`src/rtl/adc_pkg.sv`:
```
// Shared definitions for the ADC sample path: accumulator state encoding,
// window-depth helper and the default widths shared with the shift stage.
package adc_pkg;

    typedef enum logic {
        FILL = 1'b0,
        RUN  = 1'b1
    } acc_state_t;

    localparam int ADC_IN_WIDTH  = 12;
    localparam int ADC_SUM_WIDTH = 16;
    localparam int ADC_SHIFT     = 4;

    function automatic int acc_depth(input int shift);
        return 1 << shift;
    endfunction

endpackage

```
`src/rtl/sample_ring_buffer.sv`:
```
// Ring buffer of 2^SHIFT samples. The slot at wr_ptr holds the oldest sample;
// it is read combinationally and overwritten by the next accepted sample.
module sample_ring_buffer
    import adc_pkg::*;
#(
    parameter int IN_WIDTH = ADC_IN_WIDTH,
    parameter int SHIFT    = ADC_SHIFT
) (
    input  logic                clk,
    input  logic                reset,
    input  logic                clear,
    input  logic                wr_en,
    input  logic [IN_WIDTH-1:0] wr_data,
    output logic [IN_WIDTH-1:0] oldest,
    output logic [SHIFT-1:0]    wr_ptr
);

    localparam int DEPTH = acc_depth(SHIFT);

    // Contents are never reset; the accumulator ignores them until the window fills.
    logic [IN_WIDTH-1:0] mem [DEPTH];

    always_ff @(posedge clk) begin
        if (reset || clear) begin
            wr_ptr <= '0;
        end else if (wr_en) begin
            wr_ptr <= wr_ptr + 1'b1;
        end
    end

    always_ff @(posedge clk) begin
        if (wr_en) begin
            mem[wr_ptr] <= wr_data;
        end
    end

    assign oldest = mem[wr_ptr];

endmodule

```
`src/rtl/adc_window_accumulator.sv`:
```
// Boxcar accumulator: running sum of the last 2^SHIFT ADC samples.
// Define ADC_ACCUM_DECIMATE_EN to emit only non-overlapping block sums.
//
// Handshake: a sample is taken on every clk edge with in_valid high and clear
// low; out_valid is a one-cycle pulse with no backpressure, out holds between pulses.
module adc_window_accumulator
    import adc_pkg::*;
#(
    parameter int IN_WIDTH = ADC_IN_WIDTH,
    parameter int SHIFT    = ADC_SHIFT,
    parameter int WIDTH    = ADC_SUM_WIDTH
) (
    input  logic                clk,
    input  logic                reset,
    input  logic [IN_WIDTH-1:0] in,
    input  logic                in_valid,
    input  logic                clear,
    output logic [WIDTH-1:0]    out,
    output logic                out_valid,
    output logic                full
);

    localparam int DEPTH = acc_depth(SHIFT);

    generate
        if (IN_WIDTH + SHIFT > WIDTH) begin : g_width_check
            $error("adc_window_accumulator: IN_WIDTH + SHIFT must not exceed WIDTH");
        end
    endgenerate

    acc_state_t          state;
    acc_state_t          state_next;
    logic [SHIFT-1:0]    fill_cnt;
    logic [SHIFT-1:0]    fill_cnt_next;
    logic [WIDTH-1:0]    sum;
    logic [WIDTH-1:0]    sum_next;
    logic [WIDTH:0]      sum_wide;
    logic [IN_WIDTH-1:0] oldest;
    logic [IN_WIDTH-1:0] oldest_eff;
    logic [SHIFT-1:0]    wr_ptr;
    logic                accept;
    logic                emit;
    logic                result;

    assign accept = in_valid && !clear;

    sample_ring_buffer #(
        .IN_WIDTH (IN_WIDTH),
        .SHIFT    (SHIFT)
    ) u_ring (
        .clk     (clk),
        .reset   (reset),
        .clear   (clear),
        .wr_en   (accept),
        .wr_data (in),
        .oldest  (oldest),
        .wr_ptr  (wr_ptr)
    );

`ifdef ADC_ACCUM_DECIMATE_EN
    // The sample written at the last slot closes a block of 2^SHIFT.
    assign emit = (wr_ptr == {SHIFT{1'b1}});
`else
    assign emit = 1'b1;
`endif

    // During FILL the ring slot is stale, so nothing leaves the window.
    assign oldest_eff = (state == FILL) ? '0 : oldest;

    // The intermediate sum + in can exceed WIDTH bits before the subtract.
    assign sum_wide = {1'b0, sum}
                    + {{(WIDTH + 1 - IN_WIDTH){1'b0}}, in}
                    - {{(WIDTH + 1 - IN_WIDTH){1'b0}}, oldest_eff};

    always_comb begin
        state_next    = state;
        fill_cnt_next = fill_cnt;
        sum_next      = sum;
        result        = 1'b0;
        if (clear) begin
            state_next    = FILL;
            fill_cnt_next = '0;
            sum_next      = '0;
        end else if (accept) begin
            sum_next = sum_wide[WIDTH-1:0];
            case (state)
                FILL: begin
                    fill_cnt_next = fill_cnt + 1'b1;
                    if (fill_cnt == {SHIFT{1'b1}}) begin
                        state_next = RUN;
                        result     = emit;
                    end
                end
                RUN: begin
                    result = emit;
                end
                default: begin
                    state_next = FILL;
                end
            endcase
        end
    end

    always_ff @(posedge clk) begin
        if (reset) begin
            state     <= FILL;
            fill_cnt  <= '0;
            sum       <= '0;
            out       <= '0;
            out_valid <= 1'b0;
            full      <= 1'b0;
        end else begin
            state     <= state_next;
            fill_cnt  <= fill_cnt_next;
            sum       <= sum_next;
            out_valid <= result;
            full      <= (state_next == RUN);
            if (clear) begin
                out <= '0;
            end else if (result) begin
                out <= sum_next;
            end
        end
    end

    // While filling, the fill counter and write pointer advance in lockstep.
    fill_tracks_ptr: assert property (
        @(posedge clk) disable iff (reset) (state == FILL) |-> (fill_cnt == wr_ptr)
    );

    logic unused_depth;
    assign unused_depth = (DEPTH == 0);

endmodule

```
`config.mk`:
```
export PLATFORM = sky130hd
export DESIGN_NAME = adc_window_accumulator
export DESIGN_NICKNAME = d
export VERILOG_FILES = /design/src/rtl/adc_pkg.sv /design/src/rtl/sample_ring_buffer.sv /design/src/rtl/adc_window_accumulator.sv
export SDC_FILE = /design/constraint.sdc
export NUM_CORES = 1
export LEC_CHECK = 0
export ABC_AREA = 0
export CORE_UTILIZATION = 27
export CTS_BUF_LIST = sky130_fd_sc_hd__clkbuf_16
export CTS_CLUSTER_SIZE = 30
export DETAILED_ROUTE_END_ITERATION = 8
export GPL_TIMING_DRIVEN = 0
export PLACE_DENSITY = 0.38
export SYNTH_ARGS = -nofsm -noshare
export SYNTH_HDL_FRONTEND = slang
export SYNTH_SLANG_ARGS = --single-unit
```
`constraint.sdc`:
```
create_clock -name clk -period 6.2 [get_ports clk]
set_clock_uncertainty 0.2 [all_clocks]
set_input_delay 0.62 -clock clk [delete_from_list [all_inputs] [get_ports clk]]
set_output_delay 0.62 -clock clk [all_outputs]
set_load 0.005 [all_outputs]
```
==> results.sh, run 1 <==
export IMPL_maxCapViolations=0
export IMPL_synth_largest_area_cell="edfxtp_1"
export IMPL_cts_num_sinks=238
export IMPL_h_tree_depth=1
export IMPL_root_buffer="clkbuf_16"
export IMPL_ys_flop_type="edfxtp_1"
export IMPL_wl_per_cell_um=20.2
export IMPL_finalSetupViolCount=0
export IMPL_post_cts_setup_buffers=0
export IMPL_grt_usage_pct=13.6
export IMPL_crit_type="reg2reg"
export IMPL_setup_tns_ps=0
export IMPL_drtIter0Drc=241
export IMPL_async_flop_share_pct=0
export IMPL_cts_buffer_depth=3
export IMPL_portBuffers=33
export IMPL_worstPathArrival_ps=5520
export IMPL_core_area_um2=37800
export IMPL_ys_warnings_count=0
export IMPL_crit_chain="clkbuf_1, buf_2, mux4_2, mux4_2, and2_1, fa_1, inv_1, fa_1, a211oi_1, o21ai_1, and3b_1, or4_1, o311ai_1"
export IMPL_io_pins=34
export IMPL_required_ps=6470
export IMPL_synth_edff_count=192
export IMPL_finalCritPeriodShare_pct=84.6
export IMPL_nets=792
export IMPL_clk_latency_ps=590
export IMPL_dp_cells=1222
export IMPL_placementRows=71
export IMPL_die_area_um2=39400
export IMPL_dp_slack_ps=871
export IMPL_drc=0
export IMPL_rsz0062_at_grt="no"
export IMPL_synth_top_area_share_pct=55.3
export IMPL_cpPeakStageDelay_ps=520
export IMPL_clk_pin_slew_ps=60
export IMPL_fmax_mhz=191
export IMPL_hold_ws_ps=263
export IMPL_synth_avg_cell_area_um2=15.4
export IMPL_p_leak_uw=0.00418
export IMPL_vdd_drop_max_mv=0.218
export IMPL_status="complete, no violations"
export IMPL_fin_area_um2=12500
export IMPL_grt_pass1_wl_um=39400
export IMPL_synth_cell_type_count=53
export IMPL_critPathSlowestCell="clkbuf_1"
export IMPL_dr_total_vias=5870
export IMPL_die_w_um=199
export IMPL_startpoint_type="flop"
export IMPL_drive_gt1_share_pct=16.0
export IMPL_power_density_nw_per_um2=318
export IMPL_grt_pass1_vias=6165
export IMPL_die_y_um=199
export IMPL_grt_antenna_before_repair=0
export IMPL_synth_seq_cells=238
export IMPL_synth_area_top_cells="edfxtp_1, mux4_2, dfxtp_1"
export IMPL_slew_violations=0
export IMPL_fin_crit_ps=5250
export IMPL_seqCellArea_um2=6690
export IMPL_ctsResizeCount=0
export IMPL_hpwl_um=17900
export IMPL_cts_tree="yes"
export IMPL_syn_cell_area_um2=10400
export IMPL_multi_input_comb_area_um2=3370
export IMPL_crit_fanout=10
export IMPL_end_kind="flop"
export IMPL_fillers=3757
export IMPL_syn2layout_area_growth_pct=19.6
export IMPL_hp_class="reg2reg"
export IMPL_start_util_pct=27.6
export IMPL_viasPerCell=4.59
export IMPL_relSlewSlack_pct=37.1
export IMPL_grt_max_degree=18
export IMPL_postRouteAntennaNets=0
export IMPL_gp_congestion=0.858
export IMPL_overflow=0
export IMPL_wl_um=25800
export IMPL_drt_pass1_iter_count=4
export IMPL_finalWorstSetupSlack_ps=952
export IMPL_worst_slew_pin_slew_ps=943
export IMPL_antenna_cells=0
export IMPL_postCtsHoldBufs=0
export IMPL_hold_violations=0
export IMPL_syn_nets=727
export IMPL_ys_seq_area_share_pct=64.1
export IMPL_finalNonFillerCells=1278
export IMPL_detailed_place_area_um2=11400
export IMPL_cts_buffers=30
export IMPL_syn_inst=678
## metal layers
layer / vias to the layer above / GRT usage, % / part of all wire, %
met5: - / 0 / 0
met4: 0 / 3.76 / 2.2
met3: 36 / 2.39 / 3.8
met2: 105 / 22.1 / 47
met1: 3007 / 18.8 / 47
li1: 2722 / - / -
## flip-flops by register name, indices dropped and copies added, names as in the netlist, named ones only
name           cells
fill_cnt           4
out               16
out_valid          1
state              1
sum               16
u_ring.mem       192
u_ring.wr_ptr      4
## cells by family after synthesis
group                      Yosys count  synth area share, %
adders and majority gates           33                 4.82
muxes                               69                 13.8
buffers and inverters               88                 3.58
AOI/OAI and AO/OA                   81                 4.93
DFF                                238                 64.1
xor gates and xnor gates            14                 1.18
and+or+nand+nor                    155                 7.55
## through the flow
stage	utilization, %	total power, µW
after floorplan	-	2010
after global placement	30.1	2130
after global routing	33.0	4120
final	33.0	3970
after CTS	33.0	4020
after detailed placement	30.1	2130
## cells in the mapped netlist (all sizes together) (2+ instances only)
cell type / n
dfxtp: 46
o21bai: 2
or4: 4
nand2: 34
nor4: 3
mux4: 60
a21oi: 26
and2: 29
o311ai: 4
and3: 6
nand4: 8
edfxtp: 192
mux2i: 9
buf: 17
inv: 56
nor2: 33
or3: 3
a21o: 2
a211oi: 4
ha: 21
a41o: 2
a31oi: 4
o21ai: 19
xnor2: 7
nor3: 10
o31ai: 4
o211ai: 5
nand3: 15
nor4b: 2
nor2b: 3
clkbuf: 14
xor2: 7
fa: 12
## placed cells by master, fill, tap and decap left out, types with 5 or more instances in the layout
cell	count
a21oi_1	26
and2_1	29
and3_1	6
buf_2	10
bufinv_16	6
clkbuf_1	14
clkbuf_16	30
clkdlybuf4s50_1	33
clkinv_1	5
dfxtp_1	46
edfxtp_1	192
fa_1	12
ha_1	21
inv_1	60
mux2i_1	9
mux4_2	60
nand2_1	34
nand3_1	15
nand4_1	8
nor2_1	33
nor3_1	10
o211ai_1	5
o21ai_0	17
xnor2_1	7
xor2_1	7
## critical path, delay by kind of cell (launching register included)
| kind | cells | cell delay [ps] |
|---|---|---|
| AND/OR/NAND/NOR | 3 | 990 |
| multiplexers | 2 | 890 |
| flip-flops | 1 | 340 |
| adder cells (fa/ha/maj) | 2 | 950 |
| buffers and inverters | 3 | 1020 |
| AO/OA/AOI/OAI | 3 | 720 |
## final timing paths
path                            startpoint  endpoint  slack, ps  cells after the start
worst max register to register        flop   out[12]        950                     13
worst min register to register      out[1]    out[1]        260                      2
worst max-delay path                  flop   out[12]        950                     13
worst min-delay path                out[1]    out[1]        260                      2
## final cells by class
cell class | instances | share of cell area, %
Inverter | 57 | 1.72
Tap cell | 511 | 5.13
Clock inverter | 26 | 2.59
Buffer | 31 | 1.27
Timing Repair Buffer | 33 | 2.65
Multi-Input combinational cell | 352 | 27.0
Sequential cell | 238 | 53.6
Clock buffer | 30 | 6.02
## report_power, final
group	switching, µW	internal (µW)
Combinational	220	128
Sequential	7.85	1740
Clock	726	1140
Total	954	3010
Power figures use the tool's default switching activity.
==> inputs of run 2 (changes only) <==
==> constraint.sdc (replaced) <==
create_clock -name clk -period 5.2 [get_ports clk]
set_clock_uncertainty 0.2 [all_clocks]
set_input_delay 0.52 -clock clk [delete_from_list [all_inputs] [get_ports clk]]
set_output_delay 0.52 -clock clk [all_outputs]
set_load 0.005 [all_outputs]
==> results.sh, run 2 (same netlist as run 1, synthesis figures left out) <==
export IMPL_p_clk_share_pct=47.1
export IMPL_worstPathArrival_ps=5200
export IMPL_start_util_pct=27.6
export IMPL_overflow=0
export IMPL_hp_class="reg2reg"
export IMPL_drtIter0Drc=242
export IMPL_internal_power_uw=3590
export IMPL_drt_pass1_iter_count=4
export IMPL_wl_um=25900
export IMPL_clk_latency_ps=590
export IMPL_fillers=3755
export IMPL_cts_buffers=30
export IMPL_status="complete, no violations"
export IMPL_postCtsHoldBufs=0
export IMPL_required_ps=5470
export IMPL_slew_violations=0
export IMPL_dr_total_vias=5891
export IMPL_grt_usage_pct=13.6
export IMPL_drive_gt1_share_pct=16.3
export IMPL_gp_congestion=0.858
export IMPL_p_total_uw=4730
export IMPL_hpwl_um=17900
export IMPL_placementRows=71
export IMPL_finalCritPeriodShare_pct=94.8
export IMPL_h_tree_depth=1
export IMPL_critPathSlowestCell="clkdlybuf4s15_1"
export IMPL_r2r_setup_slack_ps=270
export IMPL_startpoint_type="flop"
export IMPL_nets=792
export IMPL_die_y_um=199
export IMPL_power_density_nw_per_um2=379
export IMPL_maxCapViolations=0
export IMPL_io_pins=34
export IMPL_crit_type="reg2reg"
export IMPL_finalSetupViolCount=0
export IMPL_die_w_um=199
export IMPL_cts_num_sinks=238
export IMPL_p_leak_uw=0.00419
export IMPL_fmax_mhz=203
export IMPL_power_frac_seq_pct=44.1
export IMPL_largest_reg_flops=192
export IMPL_crit_fanout=10
export IMPL_grt_pass1_wl_um=39400
export IMPL_switchingPower_uw=1140
export IMPL_largest_register="u_ring.mem"
export IMPL_die_area_um2=39400
export IMPL_grt_max_degree=18
export IMPL_layout_commonest_cell="edfxtp_1"
export IMPL_cpPeakStageDelay_ps=630
export IMPL_syn2layout_area_growth_pct=19.7
export IMPL_viasPerCell=4.61
export IMPL_swShare_pct=24.1
export IMPL_cts_tree="yes"
export IMPL_postRouteAntennaNets=0
export IMPL_hold_depth=2
export IMPL_relSlewSlack_pct=37.3
export IMPL_comb_power_share_pct=8.8
export IMPL_antenna_cells=0
export IMPL_clk_pin_slew_ps=60
export IMPL_grt_pass1_vias=6165
export IMPL_crit_chain="clkdlybuf4s15_1, mux4_2, mux4_2, and2_1, fa_1, inv_1, fa_1, a211oi_1, o21ai_1, and3b_1, or4_1, o311ai_1"
export IMPL_grt_antenna_before_repair=0
export IMPL_cts_buffer_depth=3
export IMPL_end_kind="flop"
export IMPL_vdd_drop_max_mv=0.260
export IMPL_portBuffers=33
export IMPL_core_area_um2=37800
export IMPL_hold_violations=0
export IMPL_wl_per_cell_um=20.3
export IMPL_drc=0
export IMPL_r2r_cells=12
export IMPL_fin_crit_ps=4930
export IMPL_worst_slew_pin_slew_ps=940
export IMPL_root_buffer="clkbuf_16"
export IMPL_rsz0062_at_grt="no"
export IMPL_reg_top3="u_ring.mem (192), out (16), sum (16)"
export IMPL_final_core_util_pct=33.0
export IMPL_layout_common_cells="edfxtp_1, inv_1, mux4_2, dfxtp_1, nand2_1"
-- run 2: critical path: cells and delay by family (launching register included) --
kind	cells	cell delay, ps
mux	2	910
compound gates	3	720
buf+inv	2	690
flops	1	340
fa+ha+maj	2	950
simple gates	3	990
-- run 2: stage by stage --
step	instances	hold slack (ps)	cell area (µm²)	setup WS, ps	TNS [ps]
after floorplan	678	250	10400	823	0
after global placement	1222	252	11400	-99.0	-128
after detailed placement	1222	260	11400	-129	-214
after CTS	1278	269	12500	56.7	0
after global routing	1278	307	12500	5.70	0
final	1278	263	12500	272	0
-- run 2: final cells by class --
cell class / count / area (µm²) / share of cell area (%)
plain buffers: 31 / 173 / 1.38
clock buffers: 30 / 751 / 6.01
clock inverters: 26 / 323 / 2.59
inverters: 57 / 214 / 1.71
multi-input cells: 352 / 3370 / 27.0
flip-flops and latches: 238 / 6690 / 53.6
well taps: 511 / 639 / 5.12
repair buffers: 33 / 330 / 2.65
-- run 2: metal layers --
| metal | part of all wire, % | up-vias | GRT usage [%] |
|---|---|---|---|
| met5 | 0 | - | 0 |
| met4 | 2.2 | 0 | 3.76 |
| met3 | 3.8 | 36 | 2.39 |
| met2 | 47 | 107 | 22.1 |
| met1 | 47 | 3026 | 18.8 |
| li1 | - | 2722 | - |
-- run 2: timing repair --
item	4_1_cts	5_1_grt
gates cloned	0	0
buffers inserted	0	0
endpoints found under the setup margin	5	3
gates resized for setup	1	7
-- run 2: power groups by stage --
stage,registers (µW),logic (µW),clock network [µW]
finish,2080,417,2230
global route,2080,467,2360
CTS,2080,422,2290
detailed placement,2120,419,0
global placement,2120,416,0
floorplan,2120,279,0
-- run 2: path summary, 6_finish.rpt --
check                 end    from
setup / recovery  out[12]    flop
hold / removal     out[1]  out[1]
setup reg to reg  out[12]    flop
hold reg to reg    out[1]  out[1]
